--- src/rtl/uart_pkg.sv ---
// Shared UART definitions: FSM state encoding, oversampling ratio and default
// line/clock rates, used by both the transmitter and the receiver.
package uart_pkg;

    localparam int OVERSAMPLE        = 16;
    localparam int DEFAULT_FREQUENCY = 100_000_000;
    localparam int DEFAULT_BAUDRATE  = 112_000;

    typedef enum logic [2:0] {
        ST_IDLE   = 3'd0,
        ST_START  = 3'd1,
        ST_DATA   = 3'd2,
        ST_PARITY = 3'd3,
        ST_STOP   = 3'd4
    } uart_state_t;

    // Clock cycles per oversample tick, integer-truncated.
    function automatic int calc_divisor(input int freq, input int baud);
        return freq / (baud * OVERSAMPLE);
    endfunction

endpackage

--- src/rtl/uart_tx_baud_tick.sv ---
// Oversample tick generator: one-clk tick every DIVISOR clk cycles, with a
// synchronous clear so each frame starts on a fresh tick phase.
module uart_tx_baud_tick #(
    parameter int DIVISOR = 55
) (
    input  logic clk,
    input  logic reset_n,
    input  logic i_clear,
    output logic o_tick
);

    localparam int CNT_W = (DIVISOR > 1) ? $clog2(DIVISOR) : 1;
    localparam logic [CNT_W-1:0] LAST_COUNT = CNT_W'(DIVISOR - 1);

    logic [CNT_W-1:0] r_count;

    // Divisor counter: wraps to zero on terminal count, held at zero by clear.
    always_ff @(posedge clk or negedge reset_n) begin
        if (!reset_n) begin
            r_count <= '0;
        end else if (i_clear || (r_count == LAST_COUNT)) begin
            r_count <= '0;
        end else begin
            r_count <= r_count + CNT_W'(1);
        end
    end

    // Tick fires in the last cycle of each divisor period.
    assign o_tick = !i_clear && (r_count == LAST_COUNT);

endmodule

--- src/rtl/uart_transmitter.sv ---
// UART transmitter: start bit, LSB-first data, optional even parity, stop
// bit(s); every bit lasts OVERSAMPLE ticks of the divisor.
// Define UART_TX_PARITY_EN to insert an even-parity bit between data and stop.
module uart_transmitter
    import uart_pkg::*;
#(
    parameter int FREQUENCY                      = DEFAULT_FREQUENCY,
    parameter int BAUDRATE                       = DEFAULT_BAUDRATE,
    parameter int NUMBER_OF_DATA_BITS_PER_PACKET = 8,
    parameter int NUMBER_OF_STOP_BITS            = 1
) (
    input  logic                                      clk,
    input  logic                                      reset_n,
    input  logic                                      tx_start,
    input  logic [NUMBER_OF_DATA_BITS_PER_PACKET-1:0] tx_data,
    output logic                                      tx,
    output logic                                      tx_busy,
    output logic                                      tx_done
);

    localparam int N       = NUMBER_OF_DATA_BITS_PER_PACKET;
    localparam int DIVISOR = calc_divisor(FREQUENCY, BAUDRATE);

    localparam logic [3:0] LAST_TICK = 4'(OVERSAMPLE - 1);
    localparam logic [3:0] LAST_DATA = 4'(N - 1);
    localparam logic [3:0] LAST_STOP = 4'(NUMBER_OF_STOP_BITS - 1);

    uart_state_t  r_state;
    logic [N-1:0] r_shift;
    logic [3:0]   r_tick_cnt;
    logic [3:0]   r_bit_idx;
    logic         r_tx;
    logic         r_busy;
    logic         r_done;
`ifdef UART_TX_PARITY_EN
    logic         r_parity;
`endif

    logic w_clear;
    logic w_tick;
    logic w_bit_end;

    // Divider and tick counter sit at zero while idle, so acceptance
    // always starts a bit period from a clean phase.
    assign w_clear = (r_state == ST_IDLE);

    uart_tx_baud_tick #(
        .DIVISOR (DIVISOR)
    ) u_baud_tick (
        .clk     (clk),
        .reset_n (reset_n),
        .i_clear (w_clear),
        .o_tick  (w_tick)
    );

    // Oversample tick counter: one full wrap marks the end of a bit time.
    always_ff @(posedge clk or negedge reset_n) begin
        if (!reset_n) begin
            r_tick_cnt <= '0;
        end else if (w_clear) begin
            r_tick_cnt <= '0;
        end else if (w_tick) begin
            r_tick_cnt <= (r_tick_cnt == LAST_TICK) ? 4'd0 : r_tick_cnt + 4'd1;
        end
    end

    assign w_bit_end = w_tick && (r_tick_cnt == LAST_TICK);

    // Frame FSM; tx/busy/done are all registered here so the line never glitches.
    always_ff @(posedge clk or negedge reset_n) begin
        if (!reset_n) begin
            r_state   <= ST_IDLE;
            r_shift   <= '0;
            r_bit_idx <= '0;
            r_tx      <= 1'b1;
            r_busy    <= 1'b0;
            r_done    <= 1'b0;
`ifdef UART_TX_PARITY_EN
            r_parity  <= 1'b0;
`endif
        end else begin
            r_done <= 1'b0;
            case (r_state)
                ST_IDLE: begin
                    if (tx_start) begin
                        r_shift   <= tx_data;
                        r_bit_idx <= '0;
                        r_tx      <= 1'b0;
                        r_busy    <= 1'b1;
                        r_state   <= ST_START;
`ifdef UART_TX_PARITY_EN
                        r_parity  <= ^tx_data;
`endif
                    end
                end
                ST_START: begin
                    if (w_bit_end) begin
                        r_tx    <= r_shift[0];
                        r_state <= ST_DATA;
                    end
                end
                ST_DATA: begin
                    if (w_bit_end) begin
                        if (r_bit_idx == LAST_DATA) begin
                            r_bit_idx <= '0;
`ifdef UART_TX_PARITY_EN
                            r_tx      <= r_parity;
                            r_state   <= ST_PARITY;
`else
                            r_tx      <= 1'b1;
                            r_state   <= ST_STOP;
`endif
                        end else begin
                            r_bit_idx <= r_bit_idx + 4'd1;
                            r_shift   <= r_shift >> 1;
                            r_tx      <= r_shift[1];
                        end
                    end
                end
`ifdef UART_TX_PARITY_EN
                ST_PARITY: begin
                    if (w_bit_end) begin
                        r_tx    <= 1'b1;
                        r_state <= ST_STOP;
                    end
                end
`endif
                ST_STOP: begin
                    if (w_bit_end) begin
                        if (r_bit_idx == LAST_STOP) begin
                            r_bit_idx <= '0;
                            r_busy    <= 1'b0;
                            r_done    <= 1'b1;
                            r_state   <= ST_IDLE;
                        end else begin
                            r_bit_idx <= r_bit_idx + 4'd1;
                        end
                    end
                end
                default: begin
                    r_tx    <= 1'b1;
                    r_busy  <= 1'b0;
                    r_state <= ST_IDLE;
                end
            endcase
        end
    end

    assign tx      = r_tx;
    assign tx_busy = r_busy;
    assign tx_done = r_done;

endmodule

--- config.mk ---
export PLATFORM = sky130hd
export DESIGN_NAME = uart_transmitter
export DESIGN_NICKNAME = d
export VERILOG_FILES = /design/src/rtl/uart_pkg.sv /design/src/rtl/uart_tx_baud_tick.sv /design/src/rtl/uart_transmitter.sv
export SDC_FILE = /design/constraint.sdc
export NUM_CORES = 1
export LEC_CHECK = 0
export CORE_MARGIN = 2
export CORE_UTILIZATION = 35
export DETAILED_ROUTE_END_ITERATION = 7
export PLACE_DENSITY = 0.56
export RECOVER_POWER = 50
export SLEW_MARGIN = 20
export SYNTH_ARGS = -nofsm -noshare
export SYNTH_HDL_FRONTEND = slang
export SYNTH_HIERARCHICAL = 1
export SYNTH_SLANG_ARGS = --single-unit
--- constraint.sdc ---
create_clock -name clk -period 3.45 [get_ports clk]
set_input_delay 0.69 -clock clk [delete_from_list [all_inputs] [get_ports clk]]
set_output_delay 0.69 -clock clk [all_outputs]
set_load 0.05 [all_outputs]
==> After elaboration in Yosys (flattened, before gate mapping) <==
Cells that the tools add are included.
{ "classes": {"n_addsub": 3, "n_eq_ne": 13, "n_mux": 33, "bitwise": 2, "reduce_logical": 15} }
{ "ops": {"columns": ["cell", "count"], "rows": [
  ["2-to-1 mux 4 bit", 8],
  ["2-to-1 mux 8 bit", 3],
  ["2-to-1 mux 3 bit", 6],
  ["case mux 8 bit (2 select lines)", 1],
  ["AND reduction 4 bit", 4],
  ["inequality test 2 bit, second input constant", 7],
  ["case mux 3 bit (4 select lines)", 1],
  ["case mux 4 bit (3 select lines)", 1],
  ["2-to-1 mux 1 bit", 10],
  ["adder 4 x 1 -> 4 bit, second input constant", 2],
  ["adder 6 x 1 -> 6 bit, second input constant", 1],
  ["== test 6 bit, second input constant", 1],
  ["2-to-1 mux 6 bit", 1],
  ["AND reduction 6 bit", 1],
  ["== test 4 x 3 -> 1 bit, second input constant", 1],
  ["== test 4 bit, second input constant", 1],
  ["zero test 4 bit", 1],
  ["case mux 1 bit (4 select lines)", 1],
  ["nonzero test 2 bit", 2],
  ["== test 3 x 1 -> 1 bit, second input constant", 1],
  ["== test 3 x 2 -> 1 bit, second input constant", 1],
  ["== test 3 bit, second input constant", 1],
  ["zero test 3 bit", 1],
  ["case mux 1 bit (3 select lines)", 1],
  ["6 further kinds", 8]
]} }
{ "word_totals": {"reg_bits": 28, "input_bits": 11, "output_inout_bits": 3, "word_cells": 74} }

==> Depth between registers and ports, before layout <==
Gate-level depths: netlist (run 1).
{ "depth": {"depth_word": 6, "mapped_depth": 9, "depth_no_buf": 8} }

==> By module <==
Netlist (run 1), hierarchy kept.
{ "modules_own_cells": {"columns": ["mod", "n_inst", "cells_each", "area_each_um2", "seq_area_each_um2"], "rows": [
  ["uart_transmitter", 1, 116, 1182.4, 551.8],
  ["uart_tx_baud_tick", 1, 27, 292.8, 150.1]
]} }

==> Worst setup path after synthesis (run 1) <==
Ideal clock, no wire load.
{ "synth_timing": {"path_kind": "reg2reg", "start": "register r_state[1]", "end": "register r_tx (netlist: tx)", "setup_ps": 84, "t_arrival_ps": 1911, "required_ps": 3366, "path_slack_ps": 1455, "stages_incl_launch_ff": 9, "n_path_buf": 2, "period_less_slack_ps": 1995, "path_cell_list": "dfrtp_1 -> buf_6 -> nor3_1 -> nor2_1 -> buf_2 -> and4_1 -> or3_1 -> a21oi_1 -> a31oi_1"} }
{ "synth_between": {"elab_chain_cells": 6, "word_cells_on_any_way": 13, "classes_between": "6 x eq/ne; 1 x mux; 1 x bitwise; 5 x reduce/logical"} }
{ "synth_rtl": {"columns": ["element", "line_no", "text"], "rows": [
  ["start: declaration", "uart_transmitter.sv:28", "uart_state_t r_state;"],
  ["start signal: assignment", "uart_transmitter.sv:72", "r_state <= ST_IDLE;"],
  ["start signal: assignment", "uart_transmitter.sv:90", "r_state <= ST_START;"],
  ["start signal: assignment", "uart_transmitter.sv:99", "r_state <= ST_DATA;"],
  ["zero test 3 bit *", "uart_transmitter.sv:45", "assign w_clear = (r_state == ST_IDLE);"],
  ["net w_clear", "uart_transmitter.sv:39", "logic w_clear;"],
  ["zero test 1 bit *", "uart_tx_baud_tick.sv:29", "assign o_tick = !i_clear && (r_count == LAST_COUNT);"],
  ["logical AND 1 bit *", "uart_tx_baud_tick.sv:29", null],
  ["net w_tick", "uart_transmitter.sv:40", "logic w_tick;"],
  ["logical AND 1 bit *", "uart_transmitter.sv:67", "assign w_bit_end = w_tick && (r_tick_cnt == LAST_TICK);"],
  ["inequality test 2 bit (no line)", null, null],
  ["AND reduction 4 bit (no line) *", null, null],
  ["end signal: assignment", "uart_transmitter.sv:98", "r_tx <= r_shift[0];"],
  ["end signal: assignment", "uart_transmitter.sv:116", "r_tx <= r_shift[1];"],
  ["end: declaration", "uart_transmitter.sv:32", "logic r_tx;"]
]} }
Mark *: on every way through the listed nets, which the timed path passes. The rest lies on a longest branch.
A chain may end at the register's enable or synchronous reset.

==> Worst setup path in the final report (run 1) <==
{ "layout_timing": {"start": "register r_state[0]", "end": "register r_tx (netlist: tx)"} }
The elaborated chain is that of the path after synthesis.

==> results.sh, run 1 <==
export IMPL_powerDensity_nw_per_um2=499.0
export IMPL_yosys_register_bits=28
export IMPL_wire_per_inst_um=13.23
export IMPL_hold_violations=0
export IMPL_drt_initial_drc_count=50
export IMPL_path_clk_slew_ps=100
export IMPL_synth_edf_count=0
export IMPL_cts_made_buffers=3
export IMPL_grt_usage_pct=13.52
export IMPL_first_pass_iters=4
export IMPL_wl_met3_um=103
export IMPL_yosys_top_cells_area="dfrtp_1, nor2_1, ha_1, o22a_1, o21a_1"
export IMPL_met1_length_mm=1.234
export IMPL_maxCapViolations=0
export IMPL_syn_inst=143
export IMPL_async_reset_ff_share_pct=100.0
export IMPL_worstHoldPathType="register to register"
export IMPL_synthFlopType="dfrtp_1"
export IMPL_synth_seq_area_share_pct=47.58
export IMPL_synth_warnings=6
export IMPL_post_cts_buffers=0
export IMPL_syn_area_um2=1475
export IMPL_netlist_top_cells_count="dfrtp_1, nor2_1, a21oi_1"
export IMPL_ant_nets=0
export IMPL_cpMaxStageDelayCell="nor3_1"
export IMPL_hold_buffers=0
export IMPL_path_max_fanout=17
export IMPL_cts_tree="yes"
export IMPL_synthDominantCellAreaShare_pct=45.80
export IMPL_die_w_um=68.92
export IMPL_dp_hpwl_mm=2.014
export IMPL_path_buf_inv=0
export IMPL_worst_pin_slew_ps=1487
export IMPL_start_util_pct=36.61
export IMPL_io_buffer_count=13
export IMPL_synth_nets=159
export IMPL_viasPerCell=5.277
export IMPL_arrival_ps=2620
export IMPL_row_count=23
export IMPL_slew_limit_headroom_pct=0.8398
export IMPL_design_area_um2=1708
export IMPL_place_congestion=0.8267
export IMPL_p_leak_nw=0.7338
export IMPL_worstSetupPathType="register to register"
export IMPL_cp_end_kind="register"
export IMPL_coreArea_um2=4029
export IMPL_finalSetupTns_ps=0
export IMPL_routed_wl_met2_mm=1.363
export IMPL_rsz0062_at_grt="false"
export IMPL_finalCriticalPeriod_ps=2412
export IMPL_cts_resized=0
export IMPL_vias=1087
export IMPL_routed_wl_mm=2.726
export IMPL_finalSetupViolations=0
export IMPL_max_freq_mhz=414.6
export IMPL_fp_dieH_um=68.92
export IMPL_antenna_found_initial=0
export IMPL_critPathMaxStageDelay_ps=610
export IMPL_slew_violations=0
export IMPL_synth_cell_types=47
export IMPL_cp_top_family="simple AND/OR/NAND/NOR gates"
export IMPL_cp_start_kind="register"
export IMPL_synth_avg_cell_area_um2=10.32
export IMPL_clk_latency_ps=280
export IMPL_boundaryPins=14
export IMPL_cts_sinks=28
export IMPL_highest_layer="met4"
export IMPL_layout_worst_path_cycle_share_pct=69.90
export IMPL_synthToLayoutAreaGrowth_pct=15.78
export IMPL_p_total_mw=0.8523
export IMPL_grt_pass1_vias=1061
export IMPL_drcViolationCount=0
export IMPL_crit_chain="nor3_1, nor2_1, and4_1, or3_1, a21oi_1, a31oi_1"
export IMPL_cts_root_buffer="clkbuf_8"
export IMPL_dieArea_um2=4750
export IMPL_n_antenna_cell=0
export IMPL_peakVddDrop_uv=386.6
export IMPL_required_ps=3660
export IMPL_grt_pass1_wl_mm=4.740
export IMPL_status="completed"
export IMPL_drive_gt1_share_pct=9.615
export IMPL_clock_skew_ps=11.74
export IMPL_cts_htree_levels=1
export IMPL_synth_top_cell_by_area="dfrtp_1"
export IMPL_fillers=395
export IMPL_ctsLongestPathBuffers=2
export IMPL_grt_max_degree=29
export IMPL_holdWs_ps=499.8
export IMPL_placed_area_um2=1642
export IMPL_grt_overflow_total=0
export IMPL_nNetsFinal=173
export IMPL_synth_most_common_cell="dfrtp_1"
-- power breakdown --
part / switching, mW / total (mW) / leakage (nW) / internal [mW]
combinational: 0.0771 / 0.157 / 0.349 / 0.0795
clock: 0.0972 / 0.253 / 0.0357 / 0.155
sequential: 0.0575 / 0.443 / 0.349 / 0.386
-- cell type report --
class                   instances  area [um2]  area share (%)
flip-flops and latches         28       701.9           41.10
well taps                      50       62.56           3.663
repair buffers                 14       133.9           7.839
clock buffers                   3       41.29           2.418
multi-input cells             103       711.9           41.68
clock inverters                 1       30.03           1.758
inverters                       7       26.28           1.538
-- layer usage --
metal	vias up	global-route usage (%)
met5	-	0
met4	0	3.676
met3	2	3.896
met2	13	24.28
met1	526	15.63
li1	546	-
-- registers in the layout, indices dropped and copies added, names as in the netlist --
signal	cells
tx	1
r_state	3
r_tick_cnt	4
u_baud_tick/r_count	6
tx_done	1
r_bit_idx	4
tx_busy	1
r_shift	8
-- final timing paths --
check                                             to                    from  slack (ps)  cells after the start
max in group asynchronous  r_tick_cnt[0]$_DFFE_PN0P_                 reset_n        1280                      2
hold / removal                r_shift[2]$_DFFE_PN0P_  r_shift[2]$_DFFE_PN0P_         500                      1
min in group asynchronous     r_shift[4]$_DFFE_PN0P_                 reset_n        1290                      2
setup / recovery                      tx$_DFFE_PN1P_  r_state[0]$_DFFE_PN0P_        1040                      6
hold reg to reg               r_shift[2]$_DFFE_PN0P_  r_shift[2]$_DFFE_PN0P_         500                      1
setup reg to reg                      tx$_DFFE_PN1P_  r_state[0]$_DFFE_PN0P_        1040                      6
-- kinds of logic after synthesis --
kind of cell,Yosys count,synth area share (%)
adders and majority gates,5,4.241
AOI/OAI and AO/OA,38,19.51
xor gates and xnor gates,5,2.969
muxes,2,1.442
and+or+nand+nor,53,20.19
DFF,28,47.58
buffers and inverters,12,4.071
-- stage by stage --
| step | utilization [%] | instances | setup slack, ps |
|---|---|---|---|
| 5_1_grt | 42.39 | 206 | 724.1 |
| 3_5_place_dp | 40.75 | 202 | 1063 |
| 2_1_floorplan | - | 143 | 1455 |
| 6_report | 42.39 | 206 | 1038 |
| 4_1_cts | 42.52 | 206 | 1048 |
| 3_3_place_gp | 40.75 | 202 | 1161 |
-- cell usage in the layout, fill, tap and decap left out, drive strengths merged, types with 3 or more instances in the layout --
cell           instances
a21oi                  9
clkbuf                 4
clkdlybuf4s50         12
dfrtp                 27
ha                     5
inv                    7
nand2                  7
nand3                  7
nor2                  20
nor2b                  3
nor3                   3
o21a                   7
o22a                   7
xor2                   3
Note: power is estimated with default switching activity, not from simulation.
==> run 2, diff against run 1 <==
- clock period: 3.45 -> 2.5 ns (I/O delays scaled with it)
==> run 2 against run 1 <==
Against the previous run: first-iteration DRC count rose by 76%; non-clock buffer count up 4; final cell count grew 1.9%; flip-flop and latch count stayed put; highest routed layer unchanged.
==> results.sh, run 2 (synthesized netlist as in run 1, its figures left out) <==
export IMPL_largest_reg_flops=8
export IMPL_layout_commonest_cell="dfrtp_1"
export IMPL_p_leak_nw=0.7474
export IMPL_place_inst=206
export IMPL_worstHoldPathType="register to register"
export IMPL_max_freq_mhz=474.0
export IMPL_reg2reg_depth=7
export IMPL_io_buffer_count=13
export IMPL_hold_depth=1
export IMPL_post_cts_buffers=0
export IMPL_status="completed"
export IMPL_cpMaxStageDelayCell="clkdlybuf4s50_1"
export IMPL_cts_resized=0
export IMPL_powerDensity_nw_per_um2=677.7
export IMPL_grt_pass1_wl_mm=4.885
export IMPL_viasPerCell=5.286
export IMPL_p_comb_share_pct=18.6
export IMPL_p_switching_mw=0.3189
export IMPL_maxCapViolations=0
export IMPL_finalSetupTns_ps=0
export IMPL_drcViolationCount=0
export IMPL_crit_chain="clkdlybuf4s50_1"
export IMPL_grt_usage_pct=13.61
export IMPL_hold_end="r_shift[2]$_DFFE_PN0P_"
export IMPL_required_ps=2000
export IMPL_cts_sinks=28
export IMPL_dp_hpwl_mm=1.992
export IMPL_path_buf_inv=1
export IMPL_preCtsSetupSlack_ps=451.8
export IMPL_nNetsFinal=177
export IMPL_clk_latency_ps=270
export IMPL_vias=1110
export IMPL_r2r_start="u_baud_tick/r_count[0]$_DFF_PN0_"
export IMPL_switching_share_pct=27.12
export IMPL_reg_top3="r_shift (8), u_baud_tick/r_count (6)"
export IMPL_slew_violations=0
export IMPL_hold_violations=0
export IMPL_ant_nets=0
export IMPL_drive_gt1_share_pct=11.88
export IMPL_slew_limit_headroom_pct=38.85
export IMPL_path_clk_slew_ps=100
export IMPL_placed_area_um2=1672
export IMPL_most_common_layout_cells="dfrtp_1, nor2_1, clkdlybuf4s50_1, a21oi_1"
export IMPL_peakVddDrop_uv=399.4
export IMPL_cp_top_family="buffers and inverters"
export IMPL_design_area_um2=1735
export IMPL_grt_max_degree=18
export IMPL_worst_pin_slew_ps=917.3
export IMPL_rrSetupSlack_ps=480
export IMPL_boundaryPins=14
export IMPL_fp_dieH_um=68.92
export IMPL_layout_worst_path_cycle_share_pct=84.39
export IMPL_hold_buffers=0
export IMPL_grt_overflow_total=0
export IMPL_p_seq_share_pct=51.9
export IMPL_cts_made_buffers=3
export IMPL_worst_slack_ps=390.3
export IMPL_antenna_found_initial=0
export IMPL_synthToLayoutAreaGrowth_pct=17.64
export IMPL_start_util_pct=36.61
export IMPL_fin_cells=210
export IMPL_cts_tree="yes"
export IMPL_place_congestion=0.7937
export IMPL_reg2reg_to="r_bit_idx[3]$_DFFE_PN0P_"
export IMPL_clkPwrFrac_pct=29.5
export IMPL_finalSetupViolations=0
export IMPL_die_w_um=68.92
export IMPL_first_pass_iters=4
export IMPL_cp_start_kind="register"
export IMPL_n_antenna_cell=0
export IMPL_grt_pass1_vias=1115
export IMPL_min_from="r_shift[2]$_DFFE_PN0P_"
export IMPL_coreArea_um2=4029
export IMPL_finalCriticalPeriod_ps=2110
export IMPL_worstSetupPathType="register to primary output"
export IMPL_ctsLongestPathBuffers=2
export IMPL_cts_root_buffer="clkbuf_8"
export IMPL_routed_wl_mm=2.677
export IMPL_wire_per_inst_um=12.75
export IMPL_row_count=23
export IMPL_clock_skew_ps=14.37
export IMPL_cell_internal_pwr_mw=0.8571
export IMPL_dieArea_um2=4750
export IMPL_rsz0062_at_grt="false"
export IMPL_cp_end_kind="primary output"
export IMPL_drt_initial_drc_count=88
export IMPL_regMostFlops="r_shift"
export IMPL_arrival_ps=1610
export IMPL_cts_htree_levels=1
export IMPL_fillers=386
export IMPL_path_max_fanout=2
export IMPL_critPathMaxStageDelay_ps=790
-- run 2: cell count changes in the layout (fill, tap and decap cells not counted), sizes merged --
cell / before / now
clkbuf: 4 / 5
buf: 0 / 3
-- run 2: metrics by stage --
step	total power, mW	hold slack, ps	util (%)
2_1_floorplan	0.7642	204.4	-
3_5_place_dp	0.8390	483.7	41.49
6_report	1.176	502.8	43.07
4_1_cts	1.196	508.1	43.26
5_1_grt	1.260	528.4	43.07
3_3_place_gp	0.8207	474.0	41.49
-- run 2: final cells by class --
type                            count  area, um2  share of cell area (%)
Clock buffer                        3      41.29                   2.379
Clock inverter                      1      30.03                   1.730
Inverter                            7      26.28                   1.514
Multi-Input combinational cell    103      713.2                   41.10
Sequential cell                    28      701.9                   40.45
Tap cell                           50      62.56                   3.605
Timing Repair Buffer               18      160.2                   9.229
-- run 2: worst max-delay path by stage --
stage                     cells after the start  slack, ps                  endpoint              startpoint
after floorplan                               8        510            tx$_DFFE_PN1P_  r_state[1]$_DFFE_PN0P_
after global placement                        5        500  r_bit_idx[3]$_DFFE_PN0P_                tx_start
after detailed placement                      5        450  r_bit_idx[3]$_DFFE_PN0P_                tx_start
after CTS                                     1        370                        tx          tx$_DFFE_PN1P_
after global routing                          2        320    r_state[0]$_DFFE_PN0P_                 reset_n
final                                         1        390                        tx          tx$_DFFE_PN1P_
-- run 2: layer usage --
layer  routed length (um)  part of all wire (%)  vias to the layer above  global-route usage (%)
li1                     -                     -                      553                       -
met2                 1235                    46                       20                   22.84
met1                 1304                    49                      535                   17.62
met3                  114                   4.3                        2                   2.922
met5                    0                     0                        -                       0
met4                   24                  0.90                        0                   3.922
-- run 2: power groups by stage --
stage               Clock (mW)  Sequential [mW]  Combinational, mW
floorplan                    0            0.611              0.153
global placement             0            0.612              0.209
detailed placement           0            0.616              0.223
CTS                      0.364            0.609              0.223
global route             0.379            0.625              0.256
finish                   0.347            0.610              0.219
